$ cat config.mk
export PLATFORM = sky130hd
export DESIGN_NAME = clk_freq_meter
export DESIGN_NICKNAME = d
export VERILOG_FILES = /design/src/rtl/clk_meter_pkg.sv /design/src/rtl/clk_freq_meter_sync_edge.sv /design/src/rtl/clk_freq_meter.sv
export SDC_FILE = /design/constraint.sdc
export NUM_CORES = 1
export LEC_CHECK = 0
export CAP_MARGIN = 10
export CORE_UTILIZATION = 40
export DETAILED_ROUTE_END_ITERATION = 16
export SLEW_MARGIN = 20
export SYNTH_ARGS = -nofsm -noshare
export SYNTH_HDL_FRONTEND = slang
export SYNTH_HIERARCHICAL = 1
export SYNTH_SLANG_ARGS = --single-unit
$ cat constraint.sdc
create_clock -name clkin -period 2.23 [get_ports clkin]
set_input_delay 0.446 -clock clkin [delete_from_list [all_inputs] [get_ports clkin]]
set_output_delay 0.446 -clock clkin [all_outputs]
set_load 0.01 [all_outputs]
$ cat src/rtl/clk_meter_pkg.sv
// Shared defaults and saturating arithmetic for the clock frequency/period meter.
package clk_meter_pkg;

    localparam int unsigned SYS_FREQ_DEF = 32'd100000000;
    localparam int unsigned CNT_W_DEF    = 32'd32;
    localparam int unsigned SAT_W        = 32'd64;

    // Callers zero-extend to SAT_W and cast the result back to their own width.
    function automatic logic [SAT_W-1:0] sat_inc(input logic [SAT_W-1:0] cur,
                                                 input logic [SAT_W-1:0] max_val);
        logic [SAT_W-1:0] res;
        if (cur >= max_val) begin
            res = max_val;
        end else begin
            res = cur + 64'd1;
        end
        return res;
    endfunction

endpackage

$ cat src/rtl/clk_freq_meter_sync_edge.sv
// Two-flop synchronizer followed by a registered rising-edge detector.
module sync_edge (
    input  logic clkin,
    input  logic rstn,
    input  logic din,
    output logic rise
);
    logic sync1_r;
    logic sync2_r;
    logic prev_r;

    // Synchronize din and flag a 0->1 transition one cycle after the second stage.
    always_ff @(posedge clkin) begin
        if (!rstn) begin
            sync1_r <= 1'b0;
            sync2_r <= 1'b0;
            prev_r  <= 1'b0;
            rise    <= 1'b0;
        end else begin
            sync1_r <= din;
            sync2_r <= sync1_r;
            prev_r  <= sync2_r;
            rise    <= sync2_r & ~prev_r;
        end
    end

endmodule

$ cat src/rtl/clk_freq_meter.sv
// Counts sigin rising edges per gate window (frequency) and clkin cycles between edges (period).
module clk_freq_meter
    import clk_meter_pkg::*;
#(
    parameter int unsigned SYS_FREQ    = SYS_FREQ_DEF,
    parameter int unsigned GATE_CYCLES = SYS_FREQ,
    parameter int unsigned CNT_W       = CNT_W_DEF
) (
    input  logic             clkin,
    input  logic             rstn,
    input  logic             clken,
    input  logic             sigin,
    output logic [CNT_W-1:0] freq,
    output logic             freq_valid,
    output logic             freq_ovf,
    output logic [CNT_W-1:0] period,
    output logic             period_valid,
    output logic             period_ovf
);
    localparam int unsigned       GATE_W    = (GATE_CYCLES > 32'd1) ? $clog2(GATE_CYCLES) : 32'd1;
    localparam logic [GATE_W-1:0] GATE_LAST = GATE_W'(GATE_CYCLES - 32'd1);
    localparam logic [CNT_W-1:0]  CNT_ONES  = {CNT_W{1'b1}};
    localparam logic [SAT_W-1:0]  CNT_MAX   = SAT_W'(CNT_ONES);

    logic              rise_s;
    logic              gate_close_s;
    logic              ecnt_full_s;
    logic [CNT_W-1:0]  ecnt_inc_s;
    logic [CNT_W-1:0]  pcnt_inc_s;
    logic [GATE_W-1:0] gcnt_r;
    logic [CNT_W-1:0]  ecnt_r;
    logic              ecnt_sat_r;
    logic [CNT_W-1:0]  pcnt_r;
    logic              armed_r;

    sync_edge u_sync_edge (
        .clkin (clkin),
        .rstn  (rstn),
        .din   (sigin),
        .rise  (rise_s)
    );

    // Saturating next values and window-close decode.
    always_comb begin
        ecnt_inc_s   = CNT_W'(sat_inc(SAT_W'(ecnt_r), CNT_MAX));
        pcnt_inc_s   = CNT_W'(sat_inc(SAT_W'(pcnt_r), CNT_MAX));
        ecnt_full_s  = (ecnt_r == CNT_ONES);
        gate_close_s = (gcnt_r == GATE_LAST);
    end

    // Gate window and edge counter; an edge on the closing cycle belongs to the closing window.
    always_ff @(posedge clkin) begin
        if (!rstn) begin
            gcnt_r     <= {GATE_W{1'b0}};
            ecnt_r     <= {CNT_W{1'b0}};
            ecnt_sat_r <= 1'b0;
            freq       <= {CNT_W{1'b0}};
            freq_valid <= 1'b0;
            freq_ovf   <= 1'b0;
        end else begin
            freq_valid <= 1'b0;
            if (clken) begin
                if (gate_close_s) begin
                    gcnt_r     <= {GATE_W{1'b0}};
                    freq       <= rise_s ? ecnt_inc_s : ecnt_r;
                    freq_ovf   <= ecnt_sat_r | (rise_s & ecnt_full_s);
                    freq_valid <= 1'b1;
                    ecnt_r     <= {CNT_W{1'b0}};
                    ecnt_sat_r <= 1'b0;
                end else begin
                    gcnt_r <= gcnt_r + GATE_W'(1);
                    if (rise_s) begin
                        ecnt_r     <= ecnt_inc_s;
                        ecnt_sat_r <= ecnt_sat_r | ecnt_full_s;
                    end
                end
            end
        end
    end

    // Period counter; the first edge after reset only arms the measurement.
    always_ff @(posedge clkin) begin
        if (!rstn) begin
            pcnt_r       <= {CNT_W{1'b0}};
            armed_r      <= 1'b0;
            period       <= {CNT_W{1'b0}};
            period_valid <= 1'b0;
            period_ovf   <= 1'b0;
        end else begin
            period_valid <= 1'b0;
            if (clken) begin
                if (rise_s) begin
                    if (armed_r) begin
                        period       <= pcnt_inc_s;
                        period_valid <= 1'b1;
                        period_ovf   <= 1'b0;
                    end
                    pcnt_r  <= {CNT_W{1'b0}};
                    armed_r <= 1'b1;
                end else begin
                    pcnt_r <= pcnt_inc_s;
                    if (pcnt_inc_s == CNT_ONES) begin
                        period_ovf <= 1'b1;
                    end
                end
            end
        end
    end

endmodule
# After elaboration in Yosys (flattened, before gate mapping)
# Cells that the tools add are included.
# word_totals
input_bits,4
regBits,165
word_cells,51
# classes
n_eq_ne,4
addsub,3
reduce_logical,9
n_mux,13
order_cmp,2
bitwise,5
# ops
operator,count
two-way mux 32 bit,5
"adder 32 x 1 -> 32 bit, second input constant",2
"equality test 32 bit, second input constant",2
"greater-or-equal comparator 32 bit, second input constant",2
"adder 27 x 1 -> 27 bit, second input constant",1
"equality test 27 bit, second input constant",1
two-way mux 27 bit,1
AND reduction 3 bit,3
AND reduction 2 bit,4
two-way mux 1 bit,7
nonzero test 2 bit,2
bitwise AND 1 bit,2
"inequality test 2 bit, second input constant",1
OR 1 bit,2
inverter 1 bit,1

# Depth between registers and ports, before layout
# depth
word_depth,5
depth_mapped,10

# Hierarchy
# Netlist, hierarchy kept.
# by_module_without_submodules
module,area_per_inst_um2,instances,cells_per_inst
clk_freq_meter,8129.0,1,996
sync_edge,111.4,1,8

# Least setup slack after synthesis
# No wires, ideal clock.
# synth_timing
path_kind,register to register
start,reg pcnt_r[0]
end,reg period_ovf
period_less_slack_ns,2.276
t_required_ns,2.173
arrival_ns,2.218
stages_incl_launch_ff,9
path_buffers,0
setup_time_ns,0.057
path_slack_ns,-0.046
path_cell_list,dfxtp_1 > ha_1 > nand3_4 > or4_4 > or3_1 > a22oi_1 > nand4_1 > a211oi_2 > a21o_1
# synth_between
elab_chain_cells,5
elab_cells_between_ends,6
# synth_rtl
element,line,text
from (decl),clk_freq_meter.sv:33,logic [CNT_W-1:0] pcnt_r;
from (signal assigned),clk_freq_meter.sv:84,pcnt_r <= {CNT_W{1'b0}};
from (signal assigned),clk_freq_meter.sv:98,pcnt_r <= {CNT_W{1'b0}};
from (signal assigned),clk_freq_meter.sv:101,pcnt_r <= pcnt_inc_s;
adder 32 x 1 -> 32 bit / greater-or-equal comparator 32 bit (equally long branches),"clk_meter_pkg.sv:15, clk_meter_pkg.sv:12",
two-way mux 32 bit *,clk_meter_pkg.sv:12,if (cur >= max_val) begin
equality test 32 bit *,clk_freq_meter.sv:102,if (pcnt_inc_s == CNT_ONES) begin
nonzero test 2 bit (no line) *,--,
AND reduction 3 bit (no line) *,--,
to (signal assigned),clk_freq_meter.sv:88,period_ovf <= 1'b0;
to (signal assigned),clk_freq_meter.sv:96,period_ovf <= 1'b0;
to (signal assigned),clk_freq_meter.sv:103,period_ovf <= 1'b1;
to (decl),clk_freq_meter.sv:18,output logic period_ovf
# Every way passes the cells marked *; elsewhere a longest branch is shown, timed or not.
# A chain may end at the register's enable or synchronous reset.

# Final worst setup path
# layout_timing
start,reg pcnt_r[1]
end,reg period_ovf
# The elaborated chain is that of the path after synthesis.

==> qor.json <==
{
  "post_dr_wirelength_cell_um": 16.1,
  "grt_util_met2_pct": 32.9,
  "grt_total_usage_pct": 22.0,
  "buffer_ports.inserted": 71,
  "clock_tree_from_tritoncts": "yes",
  "grt_setup_unrepaired": "yes",
  "cp.required_ns": 2.61,
  "synth-seq-area-share_pct": 40.1,
  "report.power.total_uw": 6260,
  "final_max_slew_viol_count": 0,
  "pwr-share-seq_pct": 47.3,
  "initial_core_util_pct": 40.7,
  "cell_internal_pwr_uw": 4870,
  "element_type_at_the_critical_path_end": "register",
  "swShare_pct": 22.2,
  "grt_pass1_wl_um": 37600,
  "drive_gt1_share_pct": 22.4,
  "global_route.peak_usage_layer": "met2",
  "design.portCount": 72,
  "antenna_found_initial": 1,
  "timing.setup.critical_path_class": "register to register",
  "worst_skew_pair.late_latency_ns": 0.44,
  "hold_path.class": "register to register",
  "p_per_area_nw_per_um2": 578,
  "gr-usage-met3_pct": 3.51,
  "cts.sinks": 165,
  "drt-vias-per-instance": 5.41,
  "yosys.cell_types.count": 73,
  "fin_nets": 1153,
  "ctsRootBufferMaster": "sky130_fd_sc_hd__clkbuf_16",
  "number_of_global_route_vias_before_repair": 7105,
  "max_slew.worst_pin.slew_ns": 0.664,
  "chipWidth_um": 146,
  "combinationalPowerShare_pct": 3.2,
  "cap_viol_max_count": 0,
  "placed_cells": 1390,
  "min_period_over_period_pct": 97.5,
  "syn_avg_cell_area_sq_um": 8.21,
  "synth-warning-count": 6,
  "yosys_most_used_dff": "sky130_fd_sc_hd__dfxtp_1",
  "met1_usage_pct": 31.5,
  "arrival_ns": 2.56,
  "netlist_instances": 1004,
  "finalHoldWorstSlack_ns": 0.454,
  "power.ir.vdd_worst_mv": 0.585,
  "maxSlewHeadroom_pct": 55.7,
  "power_leakage_uw": 0.00398,
  "final_cell_count_no_fill": 1428,
  "cts-htree-levels": 4,
  "n_antenna_cell": 0,
  "design.die.area_sq_um": 21200,
  "finalClockSkew_ns": 0.00991,
  "period_needed_ns": 2.17,
  "setup_violations": 0,
  "worstSetupStartpointType": "register",
  "switchingPower_uw": 1390,
  "yosys_register_bits": 165,
  "clock_power_share_pct": 49.5,
  "drt-pass1-iter-count": 5,
  "postRouteAntennaNets": 0,
  "dr_total_vias": 7729,
  "edff_count_synth": 0,
  "asyncSetResetFlopFracSynth_pct": 0,
  "maxClockFrequency_ghz": 0.460,
  "die-height_um": 146,
  "totalWireLength_um": 23000,
  "cp_max_fo": 2,
  "synthesized_netlist_net_count": 1011,
  "synth.cell_area_sq_um": 8240,
  "detailed_place_hpwl_um": 15700,
  "clock_path_buffers": 2,
  "outcome": "completed",
  "remaining_drcs": 0,
  "design.core.area_sq_um": 20200,
  "drt_iter0_markers": 531,
  "number_of_buffers_created_by_cts": 17,
  "row_count": 52,
  "synthToLayoutAreaGrowth_pct": 31.3,
  "hold_viol_final": 0,
  "globalplace.congestion": 0.891,
  "clkSlewWorstSetupHoldPaths_ns": 0.06,
  "globalRoute.totalOverflow": 0,
  "largest_net_degree_at_the_start_of_global_routing": 65
}
sequential cells by signal, indices dropped and copies added (netlist names):
name / count
ecnt_sat_r: 1
freq_ovf: 1
u_sync_edge/sync1_r: 1
u_sync_edge/prev_r: 1
period_valid: 1
period: 32
gcnt_r: 27
armed_r: 1
u_sync_edge/sync2_r: 1
ecnt_r: 32
pcnt_r: 32
period_ovf: 1
freq_valid: 1
u_sync_edge/rise: 1
freq: 32
stage by stage:
| step | utilization [%] | worst slack (ns) | area [sq um] | TNS [ns] |
|---|---|---|---|---|
| 6_report | 53.5 | 0.0562 | 10800 | 0 |
| 5_1_grt | 53.5 | -0.0561 | 10800 | -0.0860 |
| 4_1_cts | 52.3 | 0.0113 | 10600 | 0 |
| 3_5_place_dp | 49.1 | 0.0137 | 9930 | 0 |
| 3_3_place_gp | 49.1 | 0.00766 | 9930 | 0 |
| 2_1_floorplan | - | 0.0226 | 8250 | 0 |
synthesized netlist by cell type (3+ instances only):
master	count	share of area, %
sky130_fd_sc_hd__a31oi_1	27	2.0
sky130_fd_sc_hd__nand3_1	39	2.4
sky130_fd_sc_hd__inv_1	12	0.55
sky130_fd_sc_hd__nor2_1	136	6.2
sky130_fd_sc_hd__buf_1	4	0.18
sky130_fd_sc_hd__dfxtp_1	165	40
sky130_fd_sc_hd__buf_4	8	0.73
sky130_fd_sc_hd__and4_1	15	1.6
sky130_fd_sc_hd__mux2i_1	5	0.61
sky130_fd_sc_hd__nand4_1	31	2.4
sky130_fd_sc_hd__a211oi_1	20	1.8
sky130_fd_sc_hd__a21oi_1	84	5.1
sky130_fd_sc_hd__nor4_2	4	0.61
sky130_fd_sc_hd__or4_1	3	0.27
sky130_fd_sc_hd__o21a_1	10	0.91
sky130_fd_sc_hd__a2bb2oi_1	3	0.32
sky130_fd_sc_hd__a22oi_1	3	0.27
sky130_fd_sc_hd__buf_2	14	0.85
sky130_fd_sc_hd__xor2_1	26	2.8
sky130_fd_sc_hd__and3_1	17	1.3
sky130_fd_sc_hd__buf_6	4	0.55
sky130_fd_sc_hd__and2_1	18	1.4
sky130_fd_sc_hd__nor4_1	11	0.84
sky130_fd_sc_hd__clkbuf_1	47	2.1
sky130_fd_sc_hd__nor3_1	25	1.5
sky130_fd_sc_hd__o21ai_0	51	3.1
sky130_fd_sc_hd__ha_1	3	0.46
sky130_fd_sc_hd__o22ai_1	6	0.46
sky130_fd_sc_hd__or3_1	5	0.38
sky130_fd_sc_hd__o221a_2	22	3.0
sky130_fd_sc_hd__nand2_1	84	3.8
sky130_fd_sc_hd__xnor2_1	43	4.6
sky130_fd_sc_hd__and2_2	4	0.36
sky130_fd_sc_hd__nand3_4	3	0.64
sky130_fd_sc_hd__o2bb2ai_1	3	0.32
area by class of cell:
cell class	instances	area, sq um
fillers	1892	9420
multi-input cells	748	4720
flip-flops and latches	165	3320
repair buffers	201	1780
clock buffers	20	467
well taps	270	338
clock inverters	11	150
inverters	13	48.8
power groups by stage:
stage	clock network (uW)	registers (uW)	logic [uW]
after floorplan	0	3030	114
after global placement	0	3030	196
after detailed placement	0	3030	197
after CTS	3160	2960	198
after global routing	3280	2960	218
final	3100	2960	199
repair_timing:
action / in CTS / in global routing
pin swaps: 1 / 11
hold buffers: 0 / 0
gates resized for setup: 7 / 43
setup buffers: 0 / 7
endpoints found under the setup margin: 1 / 89
layout by cell type, fill, tap and decap left out, drive strengths merged, types with 19 or more instances in the layout:
| cell type | instances |
|---|---|
| nand3 | 44 |
| nand2 | 86 |
| a211oi | 21 |
| nand4 | 32 |
| nor3 | 28 |
| xnor2 | 43 |
| clkbuf | 20 |
| o21ai | 53 |
| nor2 | 136 |
| a21oi | 84 |
| a31oi | 27 |
| buf | 132 |
| o221a | 22 |
| and2 | 22 |
| and3 | 19 |
| clkdlybuf4s50 | 69 |
| dfxtp | 165 |
| xor2 | 26 |
per-layer routing:
layer / vias to the layer above / wire (um)
met4: 2 / 450
met2: 171 / 9980
met3: 35 / 1070
li1: 3889 / -
met1: 3632 / 11500
met5: - / 8
critical path, cell delays in order (launching register included):
cell	delay (ns)
sky130_fd_sc_hd__dfxtp_2	0.33
sky130_fd_sc_hd__ha_4	0.26
sky130_fd_sc_hd__nand4b_1	0.11
sky130_fd_sc_hd__or4_4	0.56
sky130_fd_sc_hd__nor4_4	0.29
sky130_fd_sc_hd__nand4_1	0.19
sky130_fd_sc_hd__a211oi_2	0.25
sky130_fd_sc_hd__a21o_1	0.13
cell families after synthesis:
family,Yosys count,synth area share [%]
simple gates,421,26.7
buf+inv,91,5.21
fa+ha+maj,3,0.456
flops,165,40.1
xor+xnor,69,7.33
mux,6,0.744
compound gates,249,19.5
worst paths after layout:
check                             endpoint  slack [ns]       from  cells past startpoint
worst max-delay path            period_ovf        0.06  pcnt_r[1]                      7
worst min-delay path              freq[17]        0.45   freq[17]                      2
worst max register to register  period_ovf        0.06  pcnt_r[1]                      7
worst min register to register    freq[17]        0.45   freq[17]                      2
(Power assumes the default switching activity.)
